<file path="config.mk">
export PLATFORM = sky130hd
export DESIGN_NAME = pong_game_ctrl_flat
export DESIGN_NICKNAME = d
export VERILOG_FILES = /design/src/rtl/pong_game_ctrl_if.sv /design/src/rtl/pong_game_ctrl.sv /design/src/flat_wrapper.sv
export SDC_FILE = /design/constraint.sdc
export NUM_CORES = 1
export LEC_CHECK = 0
export ABC_AREA = 1
export CELL_PAD_IN_SITES_DETAIL_PLACEMENT = 0
export CELL_PAD_IN_SITES_GLOBAL_PLACEMENT = 1
export CORE_UTILIZATION = 40
export DETAILED_ROUTE_END_ITERATION = 10
export PLACE_DENSITY = 0.94
export SLEW_MARGIN = 10
export SYNTH_ARGS = -nofsm -noshare
export SYNTH_HDL_FRONTEND = slang
export SYNTH_SLANG_ARGS = --single-unit
export TNS_END_PERCENT = 30
</file>
<file path="constraint.sdc">
create_clock -name clk_25 -period 3.75 [get_ports clk_25]
set_input_delay 1.125 -clock clk_25 [delete_from_list [all_inputs] [get_ports clk_25]]
set_output_delay 1.125 -clock clk_25 [all_outputs]
set_load 0.02 [all_outputs]
</file>
<file path="src/rtl/pong_game_ctrl_if.sv">
// Ball datapath link for the pong game controller: move/serve commands out,
// wall-miss and paddle-hit events back.
interface pong_game_ctrl_if;
  logic       miss_l;
  logic       miss_r;
  logic       paddle_hit;
  logic       animate;
  logic       ball_rst;
  logic       serve_dir;
  logic [2:0] speed;

  modport master (
    input  miss_l, miss_r, paddle_hit,
    output animate, ball_rst, serve_dir, speed
  );

  modport slave (
    output miss_l, miss_r, paddle_hit,
    input  animate, ball_rst, serve_dir, speed
  );
endinterface

</file>
<file path="src/rtl/pong_game_ctrl.sv">
// Pong game sequencer: frame tick, serve/play/point/pause/game-over FSM, scoring and speed.
// Optional build macro PONG_ATTRACT_EN: ball animates as a demo while IDLE.
module pong_game_ctrl #(
  parameter int FRAME_LINE    = 524,
  parameter int SERVE_FRAMES  = 60,
  parameter int POINT_FRAMES  = 30,
  parameter int WIN_SCORE     = 7,
  parameter int SPEED_INIT    = 1,
  parameter int SPEED_MAX     = 4,
  parameter int HITS_PER_STEP = 4
) (
  input  logic             clk_25,
  input  logic             rst,
  input  logic [9:0]       sx,
  input  logic [9:0]       sy,
  input  logic             btn_start,
  input  logic             btn_pause,
  pong_game_ctrl_if.master ball,
  output logic [3:0]       score_l,
  output logic [3:0]       score_r,
  output logic [2:0]       state,
  output logic             winner
);

  localparam int FC_W  = 16;
  localparam int HIT_W = 8;

  typedef enum logic [2:0] {
    IDLE     = 3'd0,
    SERVE    = 3'd1,
    PLAY     = 3'd2,
    POINT    = 3'd3,
    PAUSE    = 3'd4,
    GAMEOVER = 3'd5
  } state_e;

  state_e            state_q;
  logic              tick_q;
  logic              start_q;
  logic              pause_q;
  logic              animate_q;
  logic              ball_rst_q;
  logic              serve_dir_q;
  logic [2:0]        speed_q;
  logic [3:0]        score_l_q;
  logic [3:0]        score_r_q;
  logic              winner_q;
  logic [FC_W-1:0]   frame_q;
  logic [HIT_W-1:0]  hit_q;

  logic tick_d;
  logic start_edge_d;
  logic pause_edge_d;

  function automatic logic [3:0] score_inc(input logic [3:0] s);
    return (s == 4'hF) ? s : s + 4'd1;
  endfunction

  function automatic logic [2:0] speed_step(input logic [2:0] v);
    return (v >= 3'(SPEED_MAX)) ? 3'(SPEED_MAX) : v + 3'd1;
  endfunction

  assign tick_d       = (sy == 10'(FRAME_LINE)) && (sx == 10'd0);
  assign start_edge_d = btn_start & ~start_q;
  assign pause_edge_d = btn_pause & ~pause_q;

  always_ff @(posedge clk_25) begin
    if (rst) begin
      state_q     <= IDLE;
      tick_q      <= 1'b0;
      start_q     <= 1'b0;
      pause_q     <= 1'b0;
      animate_q   <= 1'b0;
      ball_rst_q  <= 1'b0;
      serve_dir_q <= 1'b0;
      speed_q     <= 3'(SPEED_INIT);
      score_l_q   <= 4'd0;
      score_r_q   <= 4'd0;
      winner_q    <= 1'b0;
      frame_q     <= '0;
      hit_q       <= '0;
    end else begin
      tick_q     <= tick_d;
      start_q    <= btn_start;
      pause_q    <= btn_pause;
      animate_q  <= 1'b0;
      ball_rst_q <= 1'b0;

      unique case (state_q)
        IDLE, GAMEOVER: begin
`ifdef PONG_ATTRACT_EN
          // Demo ball: moves and recentres on misses, never scores.
          if (state_q == IDLE) begin
            animate_q <= tick_d;
            if (ball.miss_l || ball.miss_r) begin
              ball_rst_q  <= 1'b1;
              serve_dir_q <= ~serve_dir_q;
            end
          end
`endif
          if (start_edge_d) begin
            score_l_q  <= 4'd0;
            score_r_q  <= 4'd0;
            speed_q    <= 3'(SPEED_INIT);
            hit_q      <= '0;
            ball_rst_q <= 1'b1;
            frame_q    <= '0;
            state_q    <= SERVE;
          end
        end

        SERVE: begin
          if (tick_q) begin
            if (frame_q == FC_W'(SERVE_FRAMES - 1)) begin
              frame_q <= '0;
              state_q <= PLAY;
            end else begin
              frame_q <= frame_q + 1'b1;
            end
          end
        end

        PLAY: begin
          animate_q <= tick_d;
          // A miss outranks a hit or pause in the same cycle; a double miss replays the point.
          if (ball.miss_l || ball.miss_r) begin
            frame_q <= '0;
            state_q <= POINT;
            if (ball.miss_l && !ball.miss_r) begin
              score_r_q   <= score_inc(score_r_q);
              serve_dir_q <= 1'b0;
            end else if (ball.miss_r && !ball.miss_l) begin
              score_l_q   <= score_inc(score_l_q);
              serve_dir_q <= 1'b1;
            end
          end else begin
            if (ball.paddle_hit) begin
              if (hit_q == HIT_W'(HITS_PER_STEP - 1)) begin
                hit_q   <= '0;
                speed_q <= speed_step(speed_q);
              end else begin
                hit_q <= hit_q + 1'b1;
              end
            end
            if (pause_edge_d) begin
              frame_q <= '0;
              state_q <= PAUSE;
            end
          end
        end

        POINT: begin
          if (tick_q) begin
            if (frame_q == FC_W'(POINT_FRAMES - 1)) begin
              frame_q <= '0;
              if ((score_l_q == 4'(WIN_SCORE)) || (score_r_q == 4'(WIN_SCORE))) begin
                winner_q <= (score_r_q == 4'(WIN_SCORE));
                state_q  <= GAMEOVER;
              end else begin
                ball_rst_q <= 1'b1;
                speed_q    <= 3'(SPEED_INIT);
                hit_q      <= '0;
                state_q    <= SERVE;
              end
            end else begin
              frame_q <= frame_q + 1'b1;
            end
          end
        end

        PAUSE: begin
          if (pause_edge_d) begin
            frame_q <= '0;
            state_q <= PLAY;
          end
        end

        default: begin
          frame_q <= '0;
          state_q <= IDLE;
        end
      endcase
    end
  end

  assign ball.animate   = animate_q;
  assign ball.ball_rst  = ball_rst_q;
  assign ball.serve_dir = serve_dir_q;
  assign ball.speed     = speed_q;
  assign score_l        = score_l_q;
  assign score_r        = score_r_q;
  assign state          = state_q;
  assign winner         = winner_q;

endmodule

</file>
<file path="src/flat_wrapper.sv">
// flat-port wrapper written by rule: the top's interface ports become plain ports
module pong_game_ctrl_flat 
#(
  parameter int FRAME_LINE    = 524,
  parameter int SERVE_FRAMES  = 60,
  parameter int POINT_FRAMES  = 30,
  parameter int WIN_SCORE     = 7,
  parameter int SPEED_INIT    = 1,
  parameter int SPEED_MAX     = 4,
  parameter int HITS_PER_STEP = 4
)
  (clk_25, rst, sx, sy, btn_start, btn_pause, score_l, score_r, state, winner, ball_miss_l, ball_miss_r, ball_paddle_hit, ball_animate, ball_ball_rst, ball_serve_dir, ball_speed);
  pong_game_ctrl_if ball_i ();
  input  logic clk_25;
  input  logic rst;
  input  logic [9:0] sx;
  input  logic [9:0] sy;
  input  logic btn_start;
  input  logic btn_pause;
  output logic [3:0] score_l;
  output logic [3:0] score_r;
  output logic [2:0] state;
  output logic winner;
  input wire logic [$bits(ball_i.miss_l)-1:0] ball_miss_l;
  input wire logic [$bits(ball_i.miss_r)-1:0] ball_miss_r;
  input wire logic [$bits(ball_i.paddle_hit)-1:0] ball_paddle_hit;
  output wire logic [$bits(ball_i.animate)-1:0] ball_animate;
  output wire logic [$bits(ball_i.ball_rst)-1:0] ball_ball_rst;
  output wire logic [$bits(ball_i.serve_dir)-1:0] ball_serve_dir;
  output wire logic [$bits(ball_i.speed)-1:0] ball_speed;
  assign ball_i.miss_l = ball_miss_l;
  assign ball_i.miss_r = ball_miss_r;
  assign ball_i.paddle_hit = ball_paddle_hit;
  assign ball_animate = ball_i.animate;
  assign ball_ball_rst = ball_i.ball_rst;
  assign ball_serve_dir = ball_i.serve_dir;
  assign ball_speed = ball_i.speed;
  pong_game_ctrl #(.FRAME_LINE(FRAME_LINE), .SERVE_FRAMES(SERVE_FRAMES), .POINT_FRAMES(POINT_FRAMES), .WIN_SCORE(WIN_SCORE), .SPEED_INIT(SPEED_INIT), .SPEED_MAX(SPEED_MAX), .HITS_PER_STEP(HITS_PER_STEP)) u_core (.clk_25(clk_25), .rst(rst), .sx(sx), .sy(sy), .btn_start(btn_start), .btn_pause(btn_pause), .ball(ball_i), .score_l(score_l), .score_r(score_r), .state(state), .winner(winner));
endmodule
</file>
== Word level (Yosys, flattened, before mapping) ==
Index checks and enable logic that the tools add are counted.

* Register bits: 45

* Add/subtract/negate cells: 5
* Magnitude comparators: 1
* Eq/ne operators: 30
* Muxes and demuxes: 51
* Bitwise operators: 5
* Reductions and logical operators: 22

{| class="wikitable"
|+ Operator list
! operator !! count
|-
| $mux W16 || 7
|-
| $pmux W16 S5 || 1
|-
| $mux W8 || 7
|-
| $mux W3 || 16
|-
| $mux W4 || 8
|-
| $pmux W8 S3 || 1
|-
| $ne A2 B1 Y1 const B || 10
|-
| $add A16 B1 Y16 const B || 1
|-
| $eq A16 B5 Y1 const B || 1
|-
| $eq A16 B6 Y1 const B || 1
|-
| $pmux W4 S2 || 2
|-
| $pmux W3 S5 || 1
|-
| $reduce_and A7 Y1 || 2
|-
| $ne A2 B2 Y1 const B || 6
|-
| $eq A10 B10 Y1 const B || 1
|-
| $logic_not A10 Y1 || 1
|-
| $pmux W3 S3 || 1
|-
| $add A4 B1 Y4 const B || 2
|-
| $add A8 B1 Y8 const B || 1
|-
| $eq A4 B3 Y1 const B || 2
|-
| $eq A4 B4 Y1 const B || 2
|-
| $eq A8 B2 Y1 const B || 1
|-
| $reduce_and A8 Y1 || 1
|-
| $eq A3 B2 Y1 const B || 2
|-
| other kinds (20) || 36
|}

== Longest topological paths before layout ==
Gate-level depths: netlist of the first run.

* Depth after elaboration: 6
* Gate-level depth with buffers: 13

== Worst setup path after synthesis of the first run ==
OpenSTA, ideal clock, no wires.

* Kind: input port to flip-flop
* Start point: input port ball_miss_r
* End point: register u_core.speed_q[1], in the netlist u_core.ball.speed[1]
* Library setup time: 0.114 ns
* Data arrival time: 2.107 ns
* Required time: 3.636 ns
* Setup slack: 1.529 ns
* Stages: 10
* Buffers on the path: 1
* Path through: inv_1 > ha_1 > inv_1 > nand2_1 > nand3_1 > nor2_1 > buf_4 > nand3_2 > a21oi_1 > nor2_1

* Cells in the longest elaborated chain, start to end: 3

{| class="wikitable"
|+ RTL lines
! what !! RTL line !! text
|-
| from (decl) || flat_wrapper.sv:25 || <nowiki>input wire logic [$bits(ball_i.miss_r)-1:0] ball_miss_r;</nowiki>
|-
| $logic_or A1 B1 Y1 || pong_game_ctrl.sv:126 || <nowiki>if (ball.miss_l || ball.miss_r) begin</nowiki>
|-
| $ne A2 B2 Y1 (no source line) || - ||
|-
| $reduce_and A8 Y1 (no source line) || - ||
|-
| to (signal assigned) || pong_game_ctrl.sv:104 || <nowiki>speed_q <= 3'(SPEED_INIT);</nowiki>
|-
| to (signal assigned) || pong_game_ctrl.sv:140 || <nowiki>speed_q <= speed_step(speed_q);</nowiki>
|-
| to (signal assigned) || pong_game_ctrl.sv:161 || <nowiki>speed_q <= 3'(SPEED_INIT);</nowiki>
|-
| to (decl) || pong_game_ctrl.sv:44 || <nowiki>logic [2:0] speed_q;</nowiki>
|}

No other way between the ends.
A chain may end at the register's enable or synchronous reset.

== Worst setup path after layout of the first run ==
* Start point: input port ball_miss_l
* End point: register u_core.hit_q[1]

* Cells in the longest elaborated chain, start to end: 3

{| class="wikitable"
|+ RTL lines
! what !! RTL line !! text
|-
| from (decl) || flat_wrapper.sv:24 || <nowiki>input wire logic [$bits(ball_i.miss_l)-1:0] ball_miss_l;</nowiki>
|-
| $logic_or A1 B1 Y1 || pong_game_ctrl.sv:126 ||
|-
| $ne A2 B2 Y1 (no source line) || - ||
|-
| $reduce_and A7 Y1 (no source line) || - ||
|-
| to (signal assigned) || pong_game_ctrl.sv:142 || <nowiki>hit_q <= hit_q + 1'b1;</nowiki>
|-
| to (decl) || pong_game_ctrl.sv:49 || <nowiki>logic [HIT_W-1:0] hit_q;</nowiki>
|}

No other way between the ends.

==> results of run 1 <==
[per-layer routing]
layer | track usage (%) | part of all wire, %
met2 | 34.7 | 47
met1 | 24.6 | 49
met5 | 0 | 0
met4 | 4.47 | 0.42
met3 | 3.79 | 3.8
[layout make-up]
class | instances | area [sq um]
clock buffer | 5 | 68.8
clock inverter | 3 | 25.0
fill | 661 | 3140
inverter | 55 | 206
multi-input combinational | 319 | 1600
sequential | 45 | 901
tap | 77 | 96.3
timing repair buffer | 46 | 455
[sequential cells by signal, summed over array words and instances, names as in the netlist]
register / flops
u_core.ball.animate: 1
u_core.ball.ball_rst: 1
u_core.ball.serve_dir: 1
u_core.ball.speed: 3
u_core.frame_q: 16
u_core.hit_q: 8
u_core.pause_q: 1
u_core.score_l: 4
u_core.score_r: 4
u_core.start_q: 1
u_core.state: 3
u_core.tick_q: 1
u_core.winner: 1
[how the worst max path moves through the flow]
stage	start	end	slack, ps
2_1_floorplan	ball_miss_r	u_core.ball.speed[1]$_SDFFE_PP0P_	1530
3_3_place_gp	ball_miss_r	u_core.hit_q[0]$_SDFFE_PP0P_	790
3_5_place_dp	ball_miss_l	u_core.hit_q[1]$_SDFFE_PP0P_	710
4_1_cts	ball_miss_l	u_core.hit_q[1]$_SDFFE_PP0P_	1040
5_1_grt	ball_miss_l	u_core.hit_q[1]$_SDFFE_PP0P_	790
6_report	ball_miss_l	u_core.hit_q[1]$_SDFFE_PP0P_	1060
[cells in the final DEF (no fill, tap or decap), types with 2 or more instances in the layout]
cell	instances
nand2_1	115
nor2_1	55
inv_1	50
dfxtp_1	45
clkdlybuf4s50_1	44
a21oi_1	36
nand3_1	29
o21ai_0	21
ha_1	10
nand4_1	9
nor3_1	6
xor2_1	5
clkbuf_8	5
inv_2	4
or2_2	4
nor2_4	3
o21ai_2	3
a21oi_4	2
nand2_4	2
o21ai_1	2
nor4_1	2
buf_4	2
[power breakdown]
group | internal, W | switching, W | leakage [nW] | total, W
clock network | 0.000135 | 0.000185 | 0.0447 | 0.000320
logic | 0.000269 | 0.000525 | 0.946 | 0.000795
registers | 0.000525 | 0.0000551 | 0.365 | 0.000580
[worst max-delay path: stages]
cell and delay, ps:
clkdlybuf4s50_1 430, inv_1 90, ha_1 200, inv_1 90, nand2_1 120, nand3_1 80
nor2_1 110, buf_4 180, nand2_1 210, o21ai_0 220, nor2_1 50
[cells by family after synthesis]
| family | after synthesis | share of synthesized area, % |
|---|---|---|
| flops | 45 | 32.8 |
| fa+ha+maj | 10 | 4.55 |
| buf+inv | 63 | 9.02 |
| simple gates | 232 | 36.9 |
| compound gates | 71 | 14.8 |
| xor+xnor | 6 | 1.91 |
[through the flow]
stage / instance area (sq um) / power, W / setup slack (ps) / hold slack, ps
6_report: 3350 / 0.00170 / 1060 / 478
5_1_grt: 3350 / 0.00184 / 792 / 508
4_1_cts: 3350 / 0.00171 / 1040 / 481
3_5_place_dp: 3260 / 0.00139 / 705 / 454
3_3_place_gp: 3260 / 0.00138 / 789 / 458
2_1_floorplan: 2750 / 0.00116 / 1530 / 454
==> results.yml, run 1 <==
setup_path:
  cp_max_fo: 11
  arrival_ps: 2900
  cp-end-kind: "flop"
  reg2regPathDepth: 10
  crit_required_ps: 3960
  rrSetupSlack_ps: 1480
  r2r-start: "u_core.frame_q[0]$_SDFFE_PP0P_"
  rr_endpoint: "u_core.state[1]$_SDFFE_PP0P_"
  setup.worst_path.start_class: "primary input"
  crit_type: "in -> reg"
pwr:
  leakage_nw: 1.36
  vdd_drop_max_mv: 0.338
  power_density_nw_per_um2: 506
job:
  cap_violations: 0
worst_hold_path:
  min_path_cells: 2
  hold_start: "u_core.ball.serve_dir$_SDFFE_PP0P_"
  hold_end: "u_core.ball.serve_dir$_SDFFE_PP0P_"
  hold_path.class: "reg -> reg"
route:
  drc: 0
  detail-route-antenna-nets: 0
  drt-pass1-iter-count: 4
  drtIter0Drc: 69
  vias_per_cell: 4.94
  vias: 2718
  drt-total-wl_microns: 6500
  routedWlPerCell_microns: 11.8
die:
  core-area_sq_um: 6490
  die_width_microns: 84.9
  fp-row-count: 29
  dieArea_sq_um: 7200
  die_height_microns: 84.9
  num_io_pins: 45
  start_util_pct: 42.3
cts:
  cts-root-buf: "clkbuf_8"
  postCtsHoldBufs: 0
  cts.sinks: 45
  cts_resized: 0
  cts_tree: "built"
  cts_buffer_depth: 2
  cts_buffers: 5
  htree_levels: 2
  clk_latency_ps: 300
  clkTransAtPathRegs_ps: 100
  cts_setup_buffers: 0
global_route:
  gr-usage-all-layers_pct: 19.6
  grt_pass1_wl_microns: 11500
  grt_pass1_vias: 2641
  grt.overflow.total: 0
  grt_max_degree: 17
  antenna_found_initial: 0
layout:
  diodes: 0
  final_nets: 509
  drive_gt1_share_pct: 6.13
  areaGrowthSynthToFinish_pct: 22.0
  fin_util_pct: 51.6
  instances_no_fill: 550
yosys:
  syn_nets: 464
  synth_common_cells: "nand2_1, nor2_1, inv_1, dfxtp_1, a21oi_1"
  postSynthAreaPerCell_sq_um: 6.43
  yosys_warnings: 0
  synth_seq_area_share_pct: 32.8
  synth_most_common_cell: "nand2_1"
  synthArstFlopShare_pct: 0
  yosys.area.top_type_share_pct: 32.8
  yosysTopAreaCell: "dfxtp_1"
  synth_area_leaders: "dfxtp_1, nand2_1, nor2_1"
  ys.flop_type: "dfxtp_1"
  ys_ff_latch: 45
  ys_types: 38
  netlist_instances: 427
  syn_area_sq_um: 2750
  synth_edf_count: 0
sta:
  drv_slew: 0
  fin_crit_sh_pct: 71.8
  fin_tns_setup_ps: 0
  tightest_slew_ps: 479
  period_minus_slack_ps: 2690
  finalClockSkew_ps: 13.0
  finalHoldViolations: 0
  max_freq_mhz: 371
  setup_violations: 0
  worst_slew_margin_rel_pct: 68.0
  rsz0062_at_grt: "false"
place:
  dp_hpwl_microns: 4980
  dp.cells: 542
  gp_congestion: 0.827
  port_buffers: 44
outcome:
  outcome: "complete, no violations"
Note: power is estimated with default switching activity, not from simulation.
==> run 2, diff against run 1 <==
Settings changed: CORE_UTILIZATION 40 to 34, PLACE_DENSITY 0.94 to 0.86.
Clock period 3.75 ns to 2.2 ns, I/O delays scaled along.
==> run 2 against run 1 <==
Effect of this change:
- design area increased by 6.9%
- via count rose by 4.5%
- first-iteration DRC count down 7.2%
- sequential power is 71% higher
- hold slack worse by 3.5 ps
- clock-buffer cell count did not move
- register-to-register slack lost 1200 ps
- core utilization down 5.5 points
- final cell count is 8.0% higher
- global-route usage decreased by 1.7 points
- largest cell class unchanged
- largest power group unchanged
==> results.yml, run 2 (synthesis gave the netlist of run 1 again) <==
outcome:
  outcome: "complete, no violations"
pwr:
  switching_share_pct: 40.6
  leakage_nw: 1.47
  power_frac_seq_pct: 29.9
  p_clk_share_pct: 23.2
  power_density_nw_per_um2: 926
  vdd_drop_max_mv: 0.441
  power.share.combinational_pct: 46.9
  power_switching_w: 0.00135
  internal_power_w: 0.00197
route:
  vias_per_cell: 4.78
  vias: 2839
  detail-route-antenna-nets: 0
  routedWlPerCell_microns: 11.7
  drtIter0Drc: 64
  drt-pass1-iter-count: 4
  drt-total-wl_microns: 6970
  drc: 0
layout:
  final_nets: 528
  top_register: "u_core.frame_q"
  drive_gt1_share_pct: 9.96
  layout_common_cells: "nand2_1, nor2_1, inv_1"
  largest_reg_flops: 16
  areaGrowthSynthToFinish_pct: 30.4
  reg_top3: "u_core.frame_q: 16 flops, u_core.hit_q: 8 flops"
  final_common_cell: "nand2_1"
  final_area_sq_um: 3580
  nFillCells: 838
  diodes: 0
  instances_no_fill: 594
setup_path:
  cp_num_buf_inv: 1
  cp_slowest_stage_delay_ps: 670
  crit_slowest_cell: "clkdlybuf4s50_1"
  cp_max_fo: 7
  crit_family: "buffers and inverters"
  arrival_ps: 1450
  crit_chain: "clkdlybuf4s50_1"
  crit_type: "reg -> out"
  crit_required_ps: 1540
  setup.worst_path.start_class: "flop"
  rrSetupSlack_ps: 320
  cp-end-kind: "primary output"
global_route:
  antenna_found_initial: 0
  grt_pass1_vias: 2789
  grt_pass1_wl_microns: 12400
  grt.overflow.total: 0
  grt_max_degree: 16
  gr-usage-all-layers_pct: 17.9
sta:
  finalClockSkew_ps: 8.41
  tightest_slew_ps: 352
  max_freq_mhz: 474
  holdWs_ps: 474
  period_minus_slack_ps: 2110
  setup_violations: 0
  drv_slew: 0
  finalHoldViolations: 0
  rsz0062_at_grt: "true"
  fin_tns_setup_ps: 0
  worst_slew_margin_rel_pct: 76.3
  fin_crit_sh_pct: 95.8
die:
  die_height_microns: 91.9
  start_util_pct: 35.4
  dieArea_sq_um: 8440
  num_io_pins: 45
  die_width_microns: 91.9
  fp-row-count: 32
  core-area_sq_um: 7770
place:
  place_area_sq_um: 3440
  dp_hpwl_microns: 5440
  port_buffers: 44
  dp.cells: 586
  gp_congestion: 0.835
job:
  cap_violations: 0
cts:
  cts-root-buf: "clkbuf_8"
  cts.sinks: 45
  clk_latency_ps: 310
  cts_tree: "built"
  cts_setup_buffers: 0
  postCtsHoldBufs: 0
  cts_buffers: 5
  clkTransAtPathRegs_ps: 90
  cts_buffer_depth: 2
  htree_levels: 2
worst_hold_path:
  hold_path.class: "reg -> reg"
run 2: path summary, 6_finish.rpt:
| path | from | endpoint | cells past startpoint |
|---|---|---|---|
| max reg2reg | u_core.frame_q[1]$_SDFFE_PP0P_ | u_core.frame_q[13]$_SDFFE_PP0P_ | 12 |
| min | u_core.ball.serve_dir$_SDFFE_PP0P_ | u_core.ball.serve_dir$_SDFFE_PP0P_ | 2 |
| min reg2reg | u_core.ball.serve_dir$_SDFFE_PP0P_ | u_core.ball.serve_dir$_SDFFE_PP0P_ | 2 |
| max | u_core.state[2]$_SDFFE_PP0P_ | state[2] | 1 |
run 2: layout make-up:
type / instances / area (sq um) / area share (%)
Clock buffer: 5 / 68.8 / 1.92
Clock inverter: 3 / 68.8 / 1.92
Inverter: 55 / 206 / 5.76
Multi-Input combinational cell: 319 / 1600 / 44.6
Sequential cell: 45 / 902 / 25.2
Tap cell: 102 / 128 / 3.56
Timing Repair Buffer: 65 / 611 / 17.0
run 2: per-stage QoR:
step / utilization (%) / setup slack, ps / total power (W)
finish: 46.1 / 92.3 / 0.00332
global route: 46.1 / -13.2 / 0.00357
CTS: 46.1 / 2.49 / 0.00334
detailed placement: 44.3 / -209 / 0.00257
global placement: 44.3 / -135 / 0.00256
floorplan: - / 444 / 0.00197
run 2: repair_timing:
| item | 4_1_cts | 5_1_grt |
|---|---|---|
| setup endpoints to repair | 0 | 3 |
| hold endpoints to repair | 0 | 0 |
| gates resized for setup | 0 | 1 |
run 2: layer usage:
metal	part of all wire, %	up-vias	wire (microns)	GRT usage, %
met2	47	51	3260	30.7
met5	0	-	0	0
met1	48	1280	3360	23.0
met3	4.0	9	281	3.73
li1	-	1499	-	-
met4	1.0	0	72	3.78
run 2: power groups by stage:
stage / Combinational [W] / Clock (W) / Sequential (W)
after global routing: 0.00173 / 0.000825 / 0.00101
final: 0.00156 / 0.000769 / 0.000993
after detailed placement: 0.00156 / 0 / 0.00101
after floorplan: 0.000923 / 0 / 0.00105
after global placement: 0.00155 / 0 / 0.00101
after CTS: 0.00157 / 0.000786 / 0.000993
